File: config.mk
export PLATFORM = sky130hd
export DESIGN_NAME = aon_timer_cfg_seq
export DESIGN_NICKNAME = d
export VERILOG_FILES = /design/src/rtl/aon_timer_cfg_seq_pkg.sv /design/src/rtl/aon_timer_cfg_seq.sv
export SDC_FILE = /design/constraint.sdc
export NUM_CORES = 1
export LEC_CHECK = 0
export ABC_AREA = 1
export CAP_MARGIN = 20
export CORE_UTILIZATION = 30
export DETAILED_ROUTE_END_ITERATION = 16
export HOLD_SLACK_MARGIN = 0.08
export SLEW_MARGIN = 40
export SYNTH_ARGS = -nofsm -noshare
export SYNTH_HDL_FRONTEND = slang
export SYNTH_SLANG_ARGS = --single-unit
File: constraint.sdc
create_clock -name clk_aon_i -period 10 [get_ports clk_aon_i]
set_input_delay 1.5 -clock clk_aon_i [delete_from_list [all_inputs] [get_ports clk_aon_i]]
set_output_delay 1.5 -clock clk_aon_i [all_outputs]
set_load 0.01 [all_outputs]
File: src/rtl/aon_timer_cfg_seq_pkg.sv
// Purpose: shared types and constants for the AON timer configuration sequencer.
// Latency: n/a (types only).
// Backpressure: n/a.
//
// Contents: sequencer state enum, write-step enum, latched configuration
// struct and the registered write-strobe bus struct.
package aon_timer_cfg_seq_pkg;

  localparam int NumSteps = 9;
  localparam int GapCntW  = 4;

  typedef enum logic [2:0] {
    ST_IDLE   = 3'd0,
    ST_WRITE  = 3'd1,
    ST_GAP    = 3'd2,
    ST_VERIFY = 3'd3,
    ST_ABORT  = 3'd4
  } state_e;

  // Safe programming order: disable both, clear counters, load thresholds, enable.
  typedef enum logic [3:0] {
    STEP_WKUP_CTRL_DIS = 4'd0,
    STEP_WDOG_CTRL_DIS = 4'd1,
    STEP_WKUP_CNT_CLR  = 4'd2,
    STEP_WKUP_THOLD    = 4'd3,
    STEP_WDOG_CNT_CLR  = 4'd4,
    STEP_WDOG_BARK     = 4'd5,
    STEP_WDOG_BITE     = 4'd6,
    STEP_WDOG_CTRL_EN  = 4'd7,
    STEP_WKUP_CTRL_EN  = 4'd8
  } step_e;

  localparam step_e LastStep = step_e'(4'(NumSteps - 1));

  typedef struct packed {
    logic        wkup_en;
    logic [11:0] wkup_presc;
    logic [31:0] wkup_thold;
    logic        wdog_en;
    logic        wdog_pause;
    logic [31:0] wdog_bark;
    logic [31:0] wdog_bite;
  } cfg_t;

  // Counter-clear writes carry no data, so only their strobes are stored.
  typedef struct packed {
    logic        wkup_ctrl_wr;
    logic [12:0] wkup_ctrl_dat;
    logic        wkup_thold_wr;
    logic [31:0] wkup_thold_dat;
    logic        wkup_count_wr;
    logic        wdog_ctrl_wr;
    logic [1:0]  wdog_ctrl_dat;
    logic        wdog_bark_wr;
    logic [31:0] wdog_bark_dat;
    logic        wdog_bite_wr;
    logic [31:0] wdog_bite_dat;
    logic        wdog_count_wr;
  } wr_bus_t;

endpackage

File: src/rtl/aon_timer_cfg_seq.sv
// Purpose: issues AON timer core register writes (disable, clear, program, enable) for one request.
// Latency: first strobe 1 cycle after accept; step k at 1+k*(GapCycles+1); done 1 cycle after last step.
// Backpressure: req_i/ack_o handshake; ack_o only in IDLE, requests while busy wait un-acked.
//
// Optional feature macro: AON_TIMER_CFG_SEQ_VERIFY_EN adds a one-cycle readback
// compare after the last write; err_o then also flags a readback mismatch.
//
// Ports:
//   clk_aon_i, rst_aon_i          AON clock, async active-high reset
//   req_i / ack_o                 programming request handshake (cfg_*_i valid with req_i)
//   abort_i                       abandon sequence, write both ctrl regs with enable=0
//   cfg_*_i                       wakeup/watchdog settings latched on accept
//   *_reg_wr_o / *_wr_data_o      core write strobes and data (registered, one per step)
//   rb_*_i                        core readback for the verify cycle
//   busy_o, done_o, err_o         status (registered)
module aon_timer_cfg_seq
  import aon_timer_cfg_seq_pkg::*;
#(
  parameter int GapCycles = 0
) (
  input  logic        clk_aon_i,
  input  logic        rst_aon_i,
  input  logic        req_i,
  output logic        ack_o,
  input  logic        abort_i,
  input  logic        cfg_wkup_en_i,
  input  logic [11:0] cfg_wkup_presc_i,
  input  logic [31:0] cfg_wkup_thold_i,
  input  logic        cfg_wdog_en_i,
  input  logic        cfg_wdog_pause_i,
  input  logic [31:0] cfg_wdog_bark_i,
  input  logic [31:0] cfg_wdog_bite_i,
  output logic        wkup_ctrl_reg_wr_o,
  output logic [12:0] wkup_ctrl_wr_data_o,
  output logic        wkup_thold_reg_wr_o,
  output logic [31:0] wkup_thold_wr_data_o,
  output logic        wkup_count_reg_wr_o,
  output logic [31:0] wkup_count_wr_data_o,
  output logic        wdog_ctrl_reg_wr_o,
  output logic [1:0]  wdog_ctrl_wr_data_o,
  output logic        wdog_bark_thold_reg_wr_o,
  output logic [31:0] wdog_bark_thold_wr_data_o,
  output logic        wdog_bite_thold_reg_wr_o,
  output logic [31:0] wdog_bite_thold_wr_data_o,
  output logic        wdog_count_reg_wr_o,
  output logic [31:0] wdog_count_wr_data_o,
  input  logic [31:0] rb_wkup_thold_i,
  input  logic [31:0] rb_wdog_bark_i,
  input  logic [31:0] rb_wdog_bite_i,
  output logic        busy_o,
  output logic        done_o,
  output logic        err_o
);

  state_e               state_q, state_d;
  step_e                step_q, step_d;
  logic [GapCntW-1:0]   gap_cnt_q, gap_cnt_d;
  cfg_t                 cfg_q, cfg_d;
  wr_bus_t              wr_q, wr_d;
  logic                 busy_q, busy_d;
  logic                 done_q, done_d;
  logic                 err_q, err_d;

  cfg_t                 cfg_in;
  logic                 gap_last;
  step_e                step_next;

  assign cfg_in = '{
    wkup_en:    cfg_wkup_en_i,
    wkup_presc: cfg_wkup_presc_i,
    wkup_thold: cfg_wkup_thold_i,
    wdog_en:    cfg_wdog_en_i,
    wdog_pause: cfg_wdog_pause_i,
    wdog_bark:  cfg_wdog_bark_i,
    wdog_bite:  cfg_wdog_bite_i
  };

  // Counter runs 0..GapCycles-1 inside GAP; compare is one wider so it never wraps.
  assign gap_last  = ({1'b0, gap_cnt_q} + 5'd1) >= 5'(GapCycles);
  assign step_next = step_e'(step_q + 4'd1);

`ifdef AON_TIMER_CFG_SEQ_VERIFY_EN
  logic verify_mismatch;
  assign verify_mismatch = (rb_wkup_thold_i != cfg_q.wkup_thold) |
                           (rb_wdog_bark_i  != cfg_q.wdog_bark)  |
                           (rb_wdog_bite_i  != cfg_q.wdog_bite);
`else
  logic unused_rb;
  assign unused_rb = ^{rb_wkup_thold_i, rb_wdog_bark_i, rb_wdog_bite_i};
`endif

  always_comb begin
    state_d   = state_q;
    step_d    = step_q;
    gap_cnt_d = gap_cnt_q;
    cfg_d     = cfg_q;
    done_d    = 1'b0;
    err_d     = 1'b0;
    wr_d      = '0;

    case (state_q)
      ST_IDLE: begin
        // abort_i is meaningless here; a simultaneous request is still taken.
        if (req_i) begin
          cfg_d     = cfg_in;
          step_d    = STEP_WKUP_CTRL_DIS;
          gap_cnt_d = '0;
          state_d   = ST_WRITE;
        end
      end
      ST_WRITE: begin
        gap_cnt_d = '0;
        if (step_q == LastStep) begin
`ifdef AON_TIMER_CFG_SEQ_VERIFY_EN
          state_d = ST_VERIFY;
`else
          state_d = ST_IDLE;
          done_d  = 1'b1;
`endif
        end else if (GapCycles == 0) begin
          step_d = step_next;
        end else begin
          state_d = ST_GAP;
        end
      end
      ST_GAP: begin
        if (gap_last) begin
          gap_cnt_d = '0;
          step_d    = step_next;
          state_d   = ST_WRITE;
        end else begin
          gap_cnt_d = gap_cnt_q + 4'd1;
        end
      end
      ST_VERIFY: begin
        state_d = ST_IDLE;
        done_d  = 1'b1;
`ifdef AON_TIMER_CFG_SEQ_VERIFY_EN
        err_d   = verify_mismatch;
`endif
      end
      ST_ABORT: begin
        state_d = ST_IDLE;
        done_d  = 1'b1;
        err_d   = 1'b1;
      end
      default: begin
        state_d = ST_IDLE;
      end
    endcase

    // Abort overrides every in-flight transition; ABORT itself is already unwinding.
    if (abort_i && (state_q != ST_IDLE) && (state_q != ST_ABORT)) begin
      state_d = ST_ABORT;
      done_d  = 1'b0;
      err_d   = 1'b0;
    end

    // Strobes are decoded from the next state so they line up with the state register.
    if (state_d == ST_ABORT) begin
      wr_d.wkup_ctrl_wr  = 1'b1;
      wr_d.wkup_ctrl_dat = {cfg_d.wkup_presc, 1'b0};
      wr_d.wdog_ctrl_wr  = 1'b1;
      wr_d.wdog_ctrl_dat = {cfg_d.wdog_pause, 1'b0};
    end else if (state_d == ST_WRITE) begin
      case (step_d)
        STEP_WKUP_CTRL_DIS: begin
          wr_d.wkup_ctrl_wr  = 1'b1;
          wr_d.wkup_ctrl_dat = {cfg_d.wkup_presc, 1'b0};
        end
        STEP_WDOG_CTRL_DIS: begin
          wr_d.wdog_ctrl_wr  = 1'b1;
          wr_d.wdog_ctrl_dat = {cfg_d.wdog_pause, 1'b0};
        end
        STEP_WKUP_CNT_CLR: wr_d.wkup_count_wr = 1'b1;
        STEP_WKUP_THOLD: begin
          wr_d.wkup_thold_wr  = 1'b1;
          wr_d.wkup_thold_dat = cfg_d.wkup_thold;
        end
        STEP_WDOG_CNT_CLR: wr_d.wdog_count_wr = 1'b1;
        STEP_WDOG_BARK: begin
          wr_d.wdog_bark_wr  = 1'b1;
          wr_d.wdog_bark_dat = cfg_d.wdog_bark;
        end
        STEP_WDOG_BITE: begin
          wr_d.wdog_bite_wr  = 1'b1;
          wr_d.wdog_bite_dat = cfg_d.wdog_bite;
        end
        STEP_WDOG_CTRL_EN: begin
          wr_d.wdog_ctrl_wr  = 1'b1;
          wr_d.wdog_ctrl_dat = {cfg_d.wdog_pause, cfg_d.wdog_en};
        end
        STEP_WKUP_CTRL_EN: begin
          wr_d.wkup_ctrl_wr  = 1'b1;
          wr_d.wkup_ctrl_dat = {cfg_d.wkup_presc, cfg_d.wkup_en};
        end
        default: ;
      endcase
    end

    busy_d = (state_d != ST_IDLE);
  end

  always_ff @(posedge clk_aon_i or posedge rst_aon_i) begin
    if (rst_aon_i) begin
      state_q   <= ST_IDLE;
      step_q    <= STEP_WKUP_CTRL_DIS;
      gap_cnt_q <= '0;
      cfg_q     <= '0;
      wr_q      <= '0;
      busy_q    <= 1'b0;
      done_q    <= 1'b0;
      err_q     <= 1'b0;
    end else begin
      state_q   <= state_d;
      step_q    <= step_d;
      gap_cnt_q <= gap_cnt_d;
      cfg_q     <= cfg_d;
      wr_q      <= wr_d;
      busy_q    <= busy_d;
      done_q    <= done_d;
      err_q     <= err_d;
    end
  end

  assign ack_o = req_i & (state_q == ST_IDLE);

  assign wkup_ctrl_reg_wr_o        = wr_q.wkup_ctrl_wr;
  assign wkup_ctrl_wr_data_o       = wr_q.wkup_ctrl_dat;
  assign wkup_thold_reg_wr_o       = wr_q.wkup_thold_wr;
  assign wkup_thold_wr_data_o      = wr_q.wkup_thold_dat;
  assign wkup_count_reg_wr_o       = wr_q.wkup_count_wr;
  assign wkup_count_wr_data_o      = 32'd0;
  assign wdog_ctrl_reg_wr_o        = wr_q.wdog_ctrl_wr;
  assign wdog_ctrl_wr_data_o       = wr_q.wdog_ctrl_dat;
  assign wdog_bark_thold_reg_wr_o  = wr_q.wdog_bark_wr;
  assign wdog_bark_thold_wr_data_o = wr_q.wdog_bark_dat;
  assign wdog_bite_thold_reg_wr_o  = wr_q.wdog_bite_wr;
  assign wdog_bite_thold_wr_data_o = wr_q.wdog_bite_dat;
  assign wdog_count_reg_wr_o       = wr_q.wdog_count_wr;
  assign wdog_count_wr_data_o      = 32'd0;

  assign busy_o = busy_q;
  assign done_o = done_q;
  assign err_o  = err_q;

endmodule

==> summary.txt <==
Place
  • Placed cell area: 0.0118 mm²
  • Dpl hpwl: 12900 µm
  • Place WS: 4.60 ns
  • Placed Instances: 1479
  • I/O Buffers: 236
  • GPL Wtd Cong: 0.723

Layout
  • Most common cell after layout, fill and taps aside: dfrtp_1
  • Final Non-Filler Cells: 1527
  • Commonest non-fill, non-tap cells in the layout: dfrtp_1, clkdlybuf4s50_1, inv_1
  • # nets final: 1325
  • Multi-input logic area: 0.00240 mm²
  • Area Overhead vs Synth: 35.6%
  • Layout cells sized above 1: between 15 and 20%
  • ANT cells: 0
  • Reg area: 0.00598 mm²
  • Fill count: 3038
  • Final Util: 41.4%
  • Finished Cell Area: 0.0127 mm²

Clock tree
  • Post-cts sizing count: 0
  • Clock latency at the later pin of the worst-skew pair: 0.53 ns
  • Clk pin slew, worst setup/hold paths: about 0.060 ns
  • Clock Tree Root: clkbuf_16
  • CTS tree: yes
  • Clk sinks: about 240
  • CTS max path bufs: 3
  • H-Tree Depth: 1
  • Hold_buf cts: 0
  • Total CTS buffers: 27
  • Post-CTS setup buffer count: 0

Worst setup path
  • Crit-path max cell delay: 0.67 ns
  • Crit Path Max Fanout: approximately 110
  • Crit. End Element: output pin
  • Most used cell, CP: clkdlybuf4s50_1
  • WP buf/inv: 4
  • Arr. time, crit path: between 3 and 4 ns
  • CP max stage cell: clkdlybuf4s50_1
  • Critical Path Start Type: primary input
  • Critical path, cell by cell: clkdlybuf4s50_1 -> nand2_4 -> inv_2 -> buf_6 -> clkdlybuf4s50_1
  • Crit-path leading delay family: buffers and inverters
  • Worst EP required: 8.50 ns
  • Crit path depth: 5
  • Worst Path Class, Setup: in -> out
  • Depth of the most critical reg-to-reg path: 12

STA
  • Final WS setup: 4.67 ns
  • Setup TNS: 0 ns
  • RSZ-0062 raised after global routing: no
  • Slew headroom: about 50%
  • Worst-margin pin slew: roughly 0.76 ns
  • Final clock skew: 0.0159 ns
  • Minimum clock period: 5.33 ns
  • Max Slew Vio Count: 0
  • Final period util: 53.3%
  • FMAX: roughly 190 MHz
  • Min Hold Slack: 0.482 ns
  • Final Hold Fails: 0
  • Final setup vio count: 0

Pwr
  • Sw frac: 26.3%
  • Leakage: 6.02 nW
  • Psw: 0.685 mW
  • Comb power frac: 18.2%
  • VDD IR max: 0.150 mV
  • Final total power: 2.61 mW
  • Pwr dens: ~210 mW/mm²
  • Cell-internal power: slightly below 2 mW
  • Clock share of power: 37.4%
  • Sequential Power Share: roughly 44%

Floorplanning
  • Row count: 64
  • Initial Util: 30.6%
  • CORE AREA: 0.0306 mm²
  • I/O Pins: 397
  • Die X-Extent: around 180 µm
  • Die Y: roughly 180 µm
  • Die area: approximately 0.032 mm²

GRT
  • First-pass GRT wire length: between 30000 and 40000 µm
  • GRT Total Usage: 13.0%
  • Initial antenna violation count: 0
  • Largest net degree at the start of global routing: 114
  • Number of global-route vias before repair: 6286
  • Remaining global-route overflow: 0

Route
  • DRC Markers: 0
  • Final WL: 20800 µm
  • Antenna-violating nets left: 0
  • Avg WL per Cell: 13.6 µm
  • DR vias/cell: 4.07
  • Drt first pass iters: 4
  • Vias: 6214
  • Number of DRC markers in iteration 0: 221

Synthesis
  • Yosys top cell by area: dfrtp_1
  • Synth top area share: 64.0%
  • Post-Syn Area: 0.00935 mm²
  • Seq/Total Area, Yosys: a little under two thirds
  • Ys Warns: 0
  • Netlist cell types: 31
  • Synth Instances: 878
  • Area contributors post-synth: dfrtp_1, or2_2, o21ai_0
  • Synth Register Bits: 239
  • Synthesized area per cell: approximately 11 µm²

Hold path
  • Worst hold path type: reg -> reg
  • Worst Hold Depth: 2

Outcome
  • Status: finished, final reports clean

Job
  • Max-cap viol count: 0
path summary, 6_finish.rpt:
path                                 startpoint                                      end  slack, ns
max                                       req_i                                    ack_o       4.67
min                         cfg_q[65]$_DFF_PP0_                      cfg_q[65]$_DFF_PP0_       0.48
max reg2reg                state_q[1]$_DFF_PP0_         wdog_ctrl_wr_data_o[1]$_DFF_PP0_       7.35
min reg2reg                 cfg_q[65]$_DFF_PP0_                      cfg_q[65]$_DFF_PP0_       0.48
max in group asynchronous             rst_aon_i                     cfg_q[104]$_DFF_PP0_       6.86
min in group asynchronous             rst_aon_i  wdog_bark_thold_wr_data_o[19]$_DFF_PP0_       1.44
state kept, by name, indices dropped and copies added, names as in the netlist, 2 cells and up:
name / cells
wdog_bite_thold_wr_data_o: 32
cfg_q: 111
wdog_ctrl_wr_data_o: 2
state_q: 3
wdog_bark_thold_wr_data_o: 32
wkup_ctrl_wr_data_o: 13
step_q: 4
wkup_thold_wr_data_o: 32
synthesized netlist by cell type, drive strengths merged:
library cell,number
dfrtp,239
inv,133
o21ai,111
nor2,109
or2,108
buf,77
nand2,42
clkbuf,22
a21oi,14
nand3,9
nand4,4
nor3,4
ha,2
and2,1
conb,1
o21a,1
xor2,1
layout make-up:
type | instances | area share, %
flip-flops and latches | 239 | 47.2
clock buffers | 35 | 5.96
inverters | 133 | 4.04
clock inverters | 13 | 1.04
repair buffers | 240 | 18.9
well taps | 396 | 3.91
multi-input cells | 471 | 18.9
power groups by stage:
stage	combinational (mW)	clock (mW)	sequential, mW
final	0.475	0.975	1.16
after floorplan	0.327	0	1.18
after detailed placement	0.479	0	1.18
after CTS	0.484	1.01	1.16
after global placement	0.472	0	1.17
after global routing	0.544	1.05	1.18
metal layers:
metal / track usage [%] / share of wire, % / vias up
met2: 22.3 / 48 / 190
met5: 0 / 0 / -
li1: - / - / 2991
met3: 3.77 / 8.2 / 26
met4: 3.28 / 1.6 / 0
met1: 16.0 / 42 / 3007
cell families after synthesis:
family / synth area share [%]
flip-flops: 64.0
other: 0.0401
adder cells (fa/ha/maj): 0.268
XOR/XNOR: 0.0937
buffers and inverters: 13.0
AO/OA/AOI/OAI: 7.01
AND/OR/NAND/NOR: 15.6
tightest hold or removal path, stage by stage, from the launching register on:
cell	delay (ns)
dfrtp_1	0.32
nand2_1	0.05
nand2_1	0.07
(Power assumes the default switching activity.)
